--- src/rtl/add_seq_if.sv ---
// Request/result bus for the multi-precision add/subtract sequencer.
// The master side is the requester and result consumer; the slave side is add_seq.
interface add_seq_if #(
    parameter int WORDS = 4
);
    localparam int W = 16 * WORDS;

    logic         in_valid;
    logic         in_ready;
    logic         in_sub;
    logic [W-1:0] in_a;
    logic [W-1:0] in_b;
    logic         out_valid;
    logic         out_ready;
    logic [W-1:0] out_sum;
    logic         out_cout;
    logic         out_ovf;
    logic         out_zero;

    modport master (
        output in_valid, in_sub, in_a, in_b, out_ready,
        input  in_ready, out_valid, out_sum, out_cout, out_ovf, out_zero
    );

    modport slave (
        input  in_valid, in_sub, in_a, in_b, out_ready,
        output in_ready, out_valid, out_sum, out_cout, out_ovf, out_zero
    );
endinterface

--- src/rtl/add_seq.sv ---
// Wide add/subtract built from one 16-bit adder slice, one word per cycle,
// least-significant word first, with the inter-word carry held in a flop.

module add16 (
    input  logic [15:0] a_i,
    input  logic [15:0] b_i,
    input  logic        cin_i,
    output logic [15:0] sum_o,
    output logic        cout_o
);
    assign {cout_o, sum_o} = {1'b0, a_i} + {1'b0, b_i} + {16'b0, cin_i};
endmodule

// state  | meaning
// S_IDLE | in_ready high, waiting for a request
// S_RUN  | one word per cycle through add16, carry kept in carry_q
// S_DONE | out_valid high, result and flags held until out_ready
module add_seq #(
    parameter int WORDS = 4
) (
    input logic       clk,
    input logic       rst_n,
    add_seq_if.slave  bus
);
    localparam int CW = (WORDS > 1) ? $clog2(WORDS) : 1;
    localparam logic [CW-1:0] LAST = CW'(WORDS - 1);

    typedef enum logic [1:0] {
        S_IDLE = 2'd0,
        S_RUN  = 2'd1,
        S_DONE = 2'd2
    } state_t;

    state_t state_q, state_d;

    logic [WORDS-1:0][15:0] a_q, a_d;
    logic [WORDS-1:0][15:0] b_q, b_d;
    logic [WORDS-1:0][15:0] sum_q, sum_d;
    logic [CW-1:0]          cnt_q, cnt_d;
    logic                   carry_q, carry_d;
    logic                   cout_q, cout_d;
    logic                   ovf_q, ovf_d;
    logic                   zero_q, zero_d;

    logic [15:0] add_s;
    logic        add_c;

    add16 u_add16 (
        .a_i    (a_q[cnt_q]),
        .b_i    (b_q[cnt_q]),
        .cin_i  (carry_q),
        .sum_o  (add_s),
        .cout_o (add_c)
    );

    always_comb begin
        state_d = state_q;
        a_d     = a_q;
        b_d     = b_q;
        sum_d   = sum_q;
        cnt_d   = cnt_q;
        carry_d = carry_q;
        cout_d  = cout_q;
        ovf_d   = ovf_q;
        zero_d  = zero_q;

        case (state_q)
            S_IDLE: begin
                if (bus.in_valid) begin
                    // Subtraction is a + ~b + 1: invert B once and seed the carry.
                    a_d     = bus.in_a;
                    b_d     = bus.in_sub ? ~bus.in_b : bus.in_b;
                    carry_d = bus.in_sub;
                    cnt_d   = '0;
                    state_d = S_RUN;
                end
            end
            S_RUN: begin
                sum_d[cnt_q] = add_s;
                carry_d      = add_c;
                if (cnt_q == LAST) begin
                    cnt_d   = '0;
                    cout_d  = add_c;
                    ovf_d   = (a_q[WORDS-1][15] == b_q[WORDS-1][15]) &&
                              (add_s[15] != a_q[WORDS-1][15]);
                    zero_d  = ~|sum_d;
                    state_d = S_DONE;
                end else begin
                    cnt_d = cnt_q + 1'b1;
                end
            end
            S_DONE: begin
                if (bus.out_ready) begin
                    state_d = S_IDLE;
                end
            end
            default: state_d = S_IDLE;
        endcase
    end

    always_ff @(posedge clk) begin
        if (!rst_n) begin
            state_q <= S_IDLE;
            a_q     <= '0;
            b_q     <= '0;
            sum_q   <= '0;
            cnt_q   <= '0;
            carry_q <= 1'b0;
            cout_q  <= 1'b0;
            ovf_q   <= 1'b0;
            zero_q  <= 1'b0;
        end else begin
            state_q <= state_d;
            a_q     <= a_d;
            b_q     <= b_d;
            sum_q   <= sum_d;
            cnt_q   <= cnt_d;
            carry_q <= carry_d;
            cout_q  <= cout_d;
            ovf_q   <= ovf_d;
            zero_q  <= zero_d;
        end
    end

    assign bus.in_ready  = (state_q == S_IDLE);
    assign bus.out_valid = (state_q == S_DONE);
    assign bus.out_sum   = sum_q;
    assign bus.out_cout  = cout_q;
    assign bus.out_ovf   = ovf_q;
    assign bus.out_zero  = zero_q;
endmodule

--- src/flat_wrapper.sv ---
// flat-port wrapper written by rule: the top's interface ports become plain ports
module add_seq_flat 
#(
    parameter int WORDS = 4
)
  (clk, rst_n, bus_in_valid, bus_in_sub, bus_in_a, bus_in_b, bus_out_ready, bus_in_ready, bus_out_valid, bus_out_sum, bus_out_cout, bus_out_ovf, bus_out_zero);
  add_seq_if #(.WORDS(WORDS)) bus_i ();
  input logic clk;
  input logic rst_n;
  input wire logic [$bits(bus_i.in_valid)-1:0] bus_in_valid;
  input wire logic [$bits(bus_i.in_sub)-1:0] bus_in_sub;
  input wire logic [$bits(bus_i.in_a)-1:0] bus_in_a;
  input wire logic [$bits(bus_i.in_b)-1:0] bus_in_b;
  input wire logic [$bits(bus_i.out_ready)-1:0] bus_out_ready;
  output wire logic [$bits(bus_i.in_ready)-1:0] bus_in_ready;
  output wire logic [$bits(bus_i.out_valid)-1:0] bus_out_valid;
  output wire logic [$bits(bus_i.out_sum)-1:0] bus_out_sum;
  output wire logic [$bits(bus_i.out_cout)-1:0] bus_out_cout;
  output wire logic [$bits(bus_i.out_ovf)-1:0] bus_out_ovf;
  output wire logic [$bits(bus_i.out_zero)-1:0] bus_out_zero;
  assign bus_i.in_valid = bus_in_valid;
  assign bus_i.in_sub = bus_in_sub;
  assign bus_i.in_a = bus_in_a;
  assign bus_i.in_b = bus_in_b;
  assign bus_i.out_ready = bus_out_ready;
  assign bus_in_ready = bus_i.in_ready;
  assign bus_out_valid = bus_i.out_valid;
  assign bus_out_sum = bus_i.out_sum;
  assign bus_out_cout = bus_i.out_cout;
  assign bus_out_ovf = bus_i.out_ovf;
  assign bus_out_zero = bus_i.out_zero;
  add_seq #(.WORDS(WORDS)) u_core (.clk(clk), .rst_n(rst_n), .bus(bus_i));
endmodule
--- config.mk ---
export PLATFORM = sky130hd
export DESIGN_NAME = add_seq_flat
export DESIGN_NICKNAME = d
export VERILOG_FILES = /design/src/rtl/add_seq_if.sv /design/src/rtl/add_seq.sv /design/src/flat_wrapper.sv
export SDC_FILE = /design/constraint.sdc
export NUM_CORES = 1
export LEC_CHECK = 0
export ABC_AREA = 1
export BUFFER_PORTS_ARGS = -buffer_cell sky130_fd_sc_hd__buf_2
export CAP_MARGIN = 5
export CORE_ASPECT_RATIO = 0.8
export CORE_MARGIN = 2
export CORE_UTILIZATION = 60
export DETAILED_ROUTE_END_ITERATION = 6
export PLACE_DENSITY = 0.86
export SLEW_MARGIN = 10
export SYNTH_ARGS = -nofsm -noshare
export SYNTH_HDL_FRONTEND = slang
export SYNTH_SLANG_ARGS = --single-unit
--- constraint.sdc ---
create_clock -name clk -period 9.5 [get_ports clk]
set_clock_uncertainty 0.15 [all_clocks]
set_input_delay 0.95 -clock clk [delete_from_list [all_inputs] [get_ports clk]]
set_output_delay 0.95 -clock clk [all_outputs]
set_load 0.1 [all_outputs]
---- Yosys cells after proc, flatten, opt, wreduce, memory -nomap -nowiden ----
Cells that the tools add are included.
word-level totals
  register bits ........................... 200
  input port bits ......................... 133
  output and inout bits ................... 69
  word-level logic and storage cells ...... 59
cells by class
  add/sub/neg operators ................... 3
  $lt $le $gt $ge ......................... 2
  equal/unequal tests ..................... 8
  mux-type cells .......................... 17
  bitwise operators ....................... 1
  reductions and logical operators ........ 10
operators by type and width
  cell                                                               count
  binary-select mux 16 bit (select 2 bit)                            2
  bitwise mux 64 bit                                                 1
  two-way mux 64 bit                                                 1
  inverter 64 bit                                                    1
  OR reduction 64 bit                                                1
  two-way mux 16 bit                                                 3
  demux 16 bit (select 2 bit)                                        1
  adder 16 x 16 -> 17 bit                                            1
  adder 17 x 1 -> 17 bit                                             1
  two-way mux 2 bit                                                  5
  case mux 2 bit (3 select lines)                                    1
  AND reduction 2 bit                                                3
  == test 2 bit, second input constant                               2
  inequality test 2 bit, second input constant                       2
  case mux 2 bit (2 select lines)                                    1
  less-than comparator 2 x 3 -> 1 bit, second input constant         1
  AND reduction 3 bit                                                1
  adder 2 x 1 -> 2 bit, second input constant                        1
  == test 2 x 1 -> 1 bit, second input constant                      1
  greater-or-equal comparator 2 x 1 -> 1 bit, second input constant  1
  logical AND 1 bit                                                  2
  logical NOT 2 bit                                                  1
  inequality test 2 x 1 -> 1 bit, second input constant              1
  case mux 1 bit (2 select lines)                                    1
  5 further kinds                                                    5

---- Depth between registers and ports, before layout ----
  depth in word-level cells ............... 7
  mapped depth ............................ 24
  gate-level depth less buffers ........... 22

---- Hierarchy ----
A second synthesis with hierarchy kept.
unflattened totals
  cell total of the unflattened synthesis .. 1,483
  area total of the unflattened synthesis .. 10,376.2 sq um
modules (own cells, without submodules)
  module   instances  cells an instance  area an instance (sq um)  seq. area each (sq um)
  add_seq  1          1,299              9,390.3                   4,003.8
  add16    1          184                985.9                     0.0

---- Worst setup path after synthesis ----
No wires, ideal clock.
  path kind ............................... reg2reg
  start point ............................. register u_core.cnt_q[0]
  end point ............................... register u_core.zero_q, in the netlist u_core.bus.out_zero
  library setup time ...................... 0.067 ns
  data arrival time ....................... 3.052 ns
  required time ........................... 9.283 ns
  setup slack ............................. 6.231 ns
  stages on the path, launching flop included .. 22
  buffers on the path ..................... 2
  clock period less this slack ............ 3.269 ns
  cell sequence ........................... dfxtp_1 clkbuf_1 clkbuf_1 nand2_1 o21ai_0 a21oi_1 fa_1 inv_1 fa_1 nand2_1 o21ai_0 nor2_1 nand3_1 nor2_1 nand3_1 nor2_1 nand3_1 nor2_1 nand3_1 nor2_1 nand2_1 a21oi_2
on the way
  cells in the longest elaborated chain, start to end .. 7
  elaborated cells on any way between the ends .. 16
  classes of those cells .................. 2 x add/sub; 2 x order compare; 1 x eq/ne; 7 x mux; 4 x reduce/logical
RTL lines
  item                                                                    RTL line                      text
  from (decl)                                                             add_seq.sv:39                 logic [CW-1:0] cnt_q, cnt_d;
  from (signal assigned)                                                  add_seq.sv:117                cnt_q <= cnt_d;
  binary-select mux 16 bit (select 2 bit), or another cell as far along   add_seq.sv:49                 .a_i (a_q[cnt_q]),
  two-way mux 16 bit (implied by the code), or another cell as far along  add_seq.sv:49
  adder 16 x 16 -> 17 bit or two-way mux 16 bit (tied branches)           add_seq.sv:11, add_seq.sv:79
  adder 17 x 1 -> 17 bit or demux 16 bit (select 2 bit) (tied branches)   --
  bitwise mux 64 bit                                                      add_seq.sv:79                 sum_d[cnt_q] = add_s;
  OR reduction 64 bit                                                     add_seq.sv:86                 zero_d = ~|sum_d;
  logical NOT 1 bit                                                       add_seq.sv:86
  to (signal assigned)                                                    add_seq.sv:121                zero_q <= zero_d;
  to (decl)                                                               add_seq.sv:43                 logic zero_q, zero_d;
Parallel ways exist; a longest one is shown, timed or not. The select of a mux whose other input is x is not followed.
A chain may end at the register's enable or synchronous reset.

---- Worst setup path after layout ----
Ends and elaborated chain as after synthesis.

==> impl_results.rst <==
.. list-table::
   :header-rows: 1

   * - Metric
     - Value
   * - Outcome
     - complete, but fails checks
   * - Violations in the final reports
     - design-rule violations
   * - Number of buffers inserted by hold repair at cts
     - 0
   * - Static leakage
     - 5.734 nW
   * - Proportion of layout cells with a drive suffix above 1
     - 17.11%
   * - Cell occurring most often along the worst timing path
     - nand2_1
   * - Cell chosen for the clock root
     - clkbuf_16
   * - First-pass GRT wire length
     - 47.94 mm
   * - Number of design-rule violations left by the first detailed-router iteration
     - 1,191
   * - Number of nets in the final layout
     - 1,807
   * - Top cell type by total area after synthesis
     - dfxtp_1
   * - Crit Path Category
     - reg -> reg
   * - Gp weighted congestion
     - 0.9245
   * - Utilization after layout
     - 69.84%
   * - Crit path depth
     - 20
   * - Detailed Place HPWL
     - 21.98 mm
   * - Longest individual stage delay on the worst path
     - 0.49 ns
   * - Initial standard-cell utilization of the core
     - 60.71%
   * - Source-to-sink clock delay at the later pin of the worst-skew pair
     - 0.45 ns
   * - Final routed DRC violation total
     - 4
   * - Instance count of the mapped netlist
     - 1,521
   * - Mean Syn Cell Area
     - 6.872 sq um
   * - Synth cell types
     - 36
   * - Launching point of the worst reg2reg path
     - u_core.cnt_q[0]$_SDFFE_PN0P_
   * - Pwr Density
     - 208.1 nW/um^2
   * - Overall via count from detail_route
     - 10,630
   * - Least setup slack across all paths after layout
     - 5.434 ns
   * - Routed wire per std cell
     - 16.22 um
   * - Layout overhead on the synthesized area
     - 15.03%
   * - Number of instances resized during post-cts repair
     - 0
   * - Yosys top cell area share
     - 38.31%
   * - Worst-Margin Slew
     - 1.060 ns
   * - Maximum number of pins on one net before global-route repair
     - 115
   * - Final routed wirelength across all metal layers
     - 30.68 mm
   * - Sequential share of the synthesized area
     - 38.31%
   * - Aggregate negative setup slack
     - 0 ns
   * - Crit. Startpoint
     - u_core.cnt_q[0]$_SDFFE_PN0P_
   * - Clock buffer count from CTS
     - 17
   * - Startpoint type of the worst setup path
     - flip-flop
   * - Number of antenna violations at the first check in global routing
     - 0
   * - Max Fclk
     - 0.2459 GHz
   * - Setup-failing EPs final
     - 0
   * - Unrepaired setup endpoints after global routing
     - false
   * - R2r endpoint
     - u_core.bus.out_zero$_SDFFE_PN0P_
   * - Ranking of synthesized cells by area
     - dfxtp_1 (38%), nor2_1 (12%), o21ai_0 (9.2%), nand2_1 (8.1%), xnor2_1 (5.1%)
   * - Die extent in x
     - 151.6 um
   * - Fraction of synthesis flops using an asynchronous set or reset pin
     - 0%
   * - Post-layout instance area
     - 12,020 sq um
   * - CP Data Required Time
     - 9.73 ns
   * - Core outline area
     - 17,220 sq um
   * - CP Capture Type
     - flip-flop
   * - Clock tree from TritonCTS
     - built
   * - Warnings from Yosys
     - 0
   * - Synthesized flop and latch total
     - 200
   * - Remaining number of nets flagged by the antenna check after routing
     - 0
   * - Syn Nets
     - 1,675
   * - Global-route congestion overflow total
     - 0
   * - Count of cells along the worst register-to-register path
     - 20
   * - Count of buffer and inverter cells on the critical path
     - 3
   * - Die Footprint
     - 18,500 sq um
   * - Overall global routing resource usage
     - 33.30%
   * - Number of top-level pins
     - 202
   * - Rel. slew slack
     - 29.32%
   * - Die height
     - 122.1 um
   * - Post-Place Cell Area
     - 11,440 sq um
   * - Tmin final
     - 4.066 ns
   * - Number of global-route vias before repair
     - 9,540
   * - Final max-slew violation count
     - 0
   * - Primary flip-flop cell chosen by synthesis mapping
     - dfxtp_1
   * - EDFF count, synth
     - 0
   * - Sink Count
     - 200
   * - Clock-pin slew on the worst setup and hold paths
     - 0.08 ns
   * - Highest-count cells in the layout ignoring fill and taps
     - nor2_1 (326), nand2_1 (224), buf_2 (200)
   * - Cell class contributing the biggest share of worst-path delay
     - simple AND/OR/NAND/NOR gates
   * - Internal reg-to-reg setup slack
     - 5.43 ns
   * - Hold/Removal Path Class
     - reg -> reg
   * - Input/output buffers
     - 201
   * - Placement row count
     - 43
   * - Number of diodes added for antenna fixing
     - 0
   * - Crit path max fanout
     - 53
   * - Total power after layout
     - 2.502 mW
   * - Setup Fix Bufs, Post-CTS
     - 0
   * - Endpoint of the worst setup timing path
     - u_core.bus.out_zero$_SDFFE_PN0P_
   * - Pre-CTS worst setup slack
     - 5.586 ns
   * - Worst vdd ir
     - 0.0001050 V
   * - Series of cell instances along the critical path
     - clkinv_1 > buf_4 > nand2_1 > a32o_1 > fa_1 > inv_1 > nand3_1 > nand2_2 > nand2_2 > nand2_2 > nand2_1 > nand3_1 > nand3_1 > o21ai_0 > nand2_1 > nor2_1 > nand2_1 > nor2_1 > nand2_1 > a21oi_2
   * - Final Hold Viols
     - 0
   * - Arrival time at the worst endpoint
     - 4.29 ns
   * - Slowest cell on the critical path
     - buf_4
   * - Clock Path Buffers
     - 2
   * - Crit share post-route
     - 42.80%
   * - H-tree level count
     - 4
   * - Router iterations before antenna repair
     - 7
   * - Post-detailed-route via-to-cell ratio
     - 5.622
   * - Most frequent standard cell in the layout excluding fill and tap cells
     - nor2_1
   * - Syn Std Cell Area
     - 10,450 sq um
   * - # Max-Cap Violations
     - 0
area by class of cell:
type	instances	area [sq um]
sequential	200	4005
inverter	128	483.0
clock inverter	15	161.4
clock buffer	17	425.4
multi-input combinational	1096	5592
timing repair buffer	210	1076
fill	1485	5192
tap	225	281.5
cell usage after synthesis, types with 2 or more instances:
cell        n
nand2_1   225
xor2_1      3
and2_1      2
inv_2       6
nand3_1    62
fa_1        2
o22ai_1    30
clkbuf_1   74
buf_1      16
buf_2       6
dfxtp_1   200
o21ai_1     2
nand4_1     4
ha_1       19
inv_1     120
clkinv_1    2
a31oi_1     2
nand2_2    18
nor3_1      2
a21oi_2     2
o21ai_0   192
nand3_2     2
nor2_1    326
or2_2       8
a211oi_1   64
o21bai_1    3
o21ai_2     2
a21oi_1    25
nand3b_1    2
xnor2_1    61
o211ai_1   34
how the worst min path moves through the flow:
stage / from / endpoint / cells after the start
global route: u_core.b_q[0]$_SDFFE_PN0P_ / u_core.b_q[0]$_SDFFE_PN0P_ / 2
detailed placement: u_core.a_q[21]$_SDFFE_PN0P_ / u_core.a_q[21]$_SDFFE_PN0P_ / 2
global placement: u_core.a_q[31]$_SDFFE_PN0P_ / u_core.a_q[31]$_SDFFE_PN0P_ / 2
floorplan: u_core.b_q[0]$_SDFFE_PN0P_ / u_core.b_q[0]$_SDFFE_PN0P_ / 2
finish: u_core.b_q[0]$_SDFFE_PN0P_ / u_core.b_q[0]$_SDFFE_PN0P_ / 2
CTS: u_core.b_q[0]$_SDFFE_PN0P_ / u_core.b_q[0]$_SDFFE_PN0P_ / 2
metrics by stage:
step	hold slack [ns]	cells
2_1_floorplan	0.2745	1521
3_3_place_gp	0.3062	1859
3_5_place_dp	0.3176	1859
4_1_cts	0.3290	1891
5_1_grt	0.3384	1891
6_report	0.3321	1891
layer usage:
layer	vias up	global-route usage (%)	part of all wire (%)
met1	4796	47.30	45
li1	5242	-	-
met2	533	51.02	44
met4	0	11.05	2.4
met3	60	6.367	9.1
met5	-	0	0
logic make-up after synthesis:
group / count (synthesis) / share of synthesized area [%]
compound gates: 358 / 20.17
xor+xnor: 64 / 5.363
fa+ha+maj: 21 / 2.657
buf+inv: 225 / 8.224
flops: 200 / 38.31
simple gates: 653 / 25.28
worst reg2reg max path, stage by stage, from the launching register on:
cell and delay [ns]:
dfxtp_2 0.33, clkinv_1 0.20, buf_4 0.49, nand2_1 0.14
a32o_1 0.27, fa_1 0.45, inv_1 0.10, nand3_1 0.11
nand2_2 0.15, nand2_2 0.08, nand2_2 0.11, nand2_1 0.08
nand3_1 0.16, nand3_1 0.22, o21ai_0 0.24, nand2_1 0.10
nor2_1 0.22, nand2_1 0.08, nor2_1 0.14, nand2_1 0.08
a21oi_2 0.11
where the power goes:
group / internal (mW) / switching [mW] / total (mW)
combinational: 0.226 / 0.586 / 0.812
clock: 0.374 / 0.357 / 0.731
sequential: 0.910 / 0.0486 / 0.959
state kept, by name (all words and copies together), names as in the netlist:
signal and cells:
u_core.bus.out_sum 64, u_core.state_q 2, u_core.bus.out_cout 1, u_core.a_q 64, u_core.b_q 64, u_core.cnt_q 2, u_core.carry_q 1, u_core.bus.out_ovf 1
u_core.bus.out_zero 1
No activity file was read; power rests on OpenSTA's default activity.
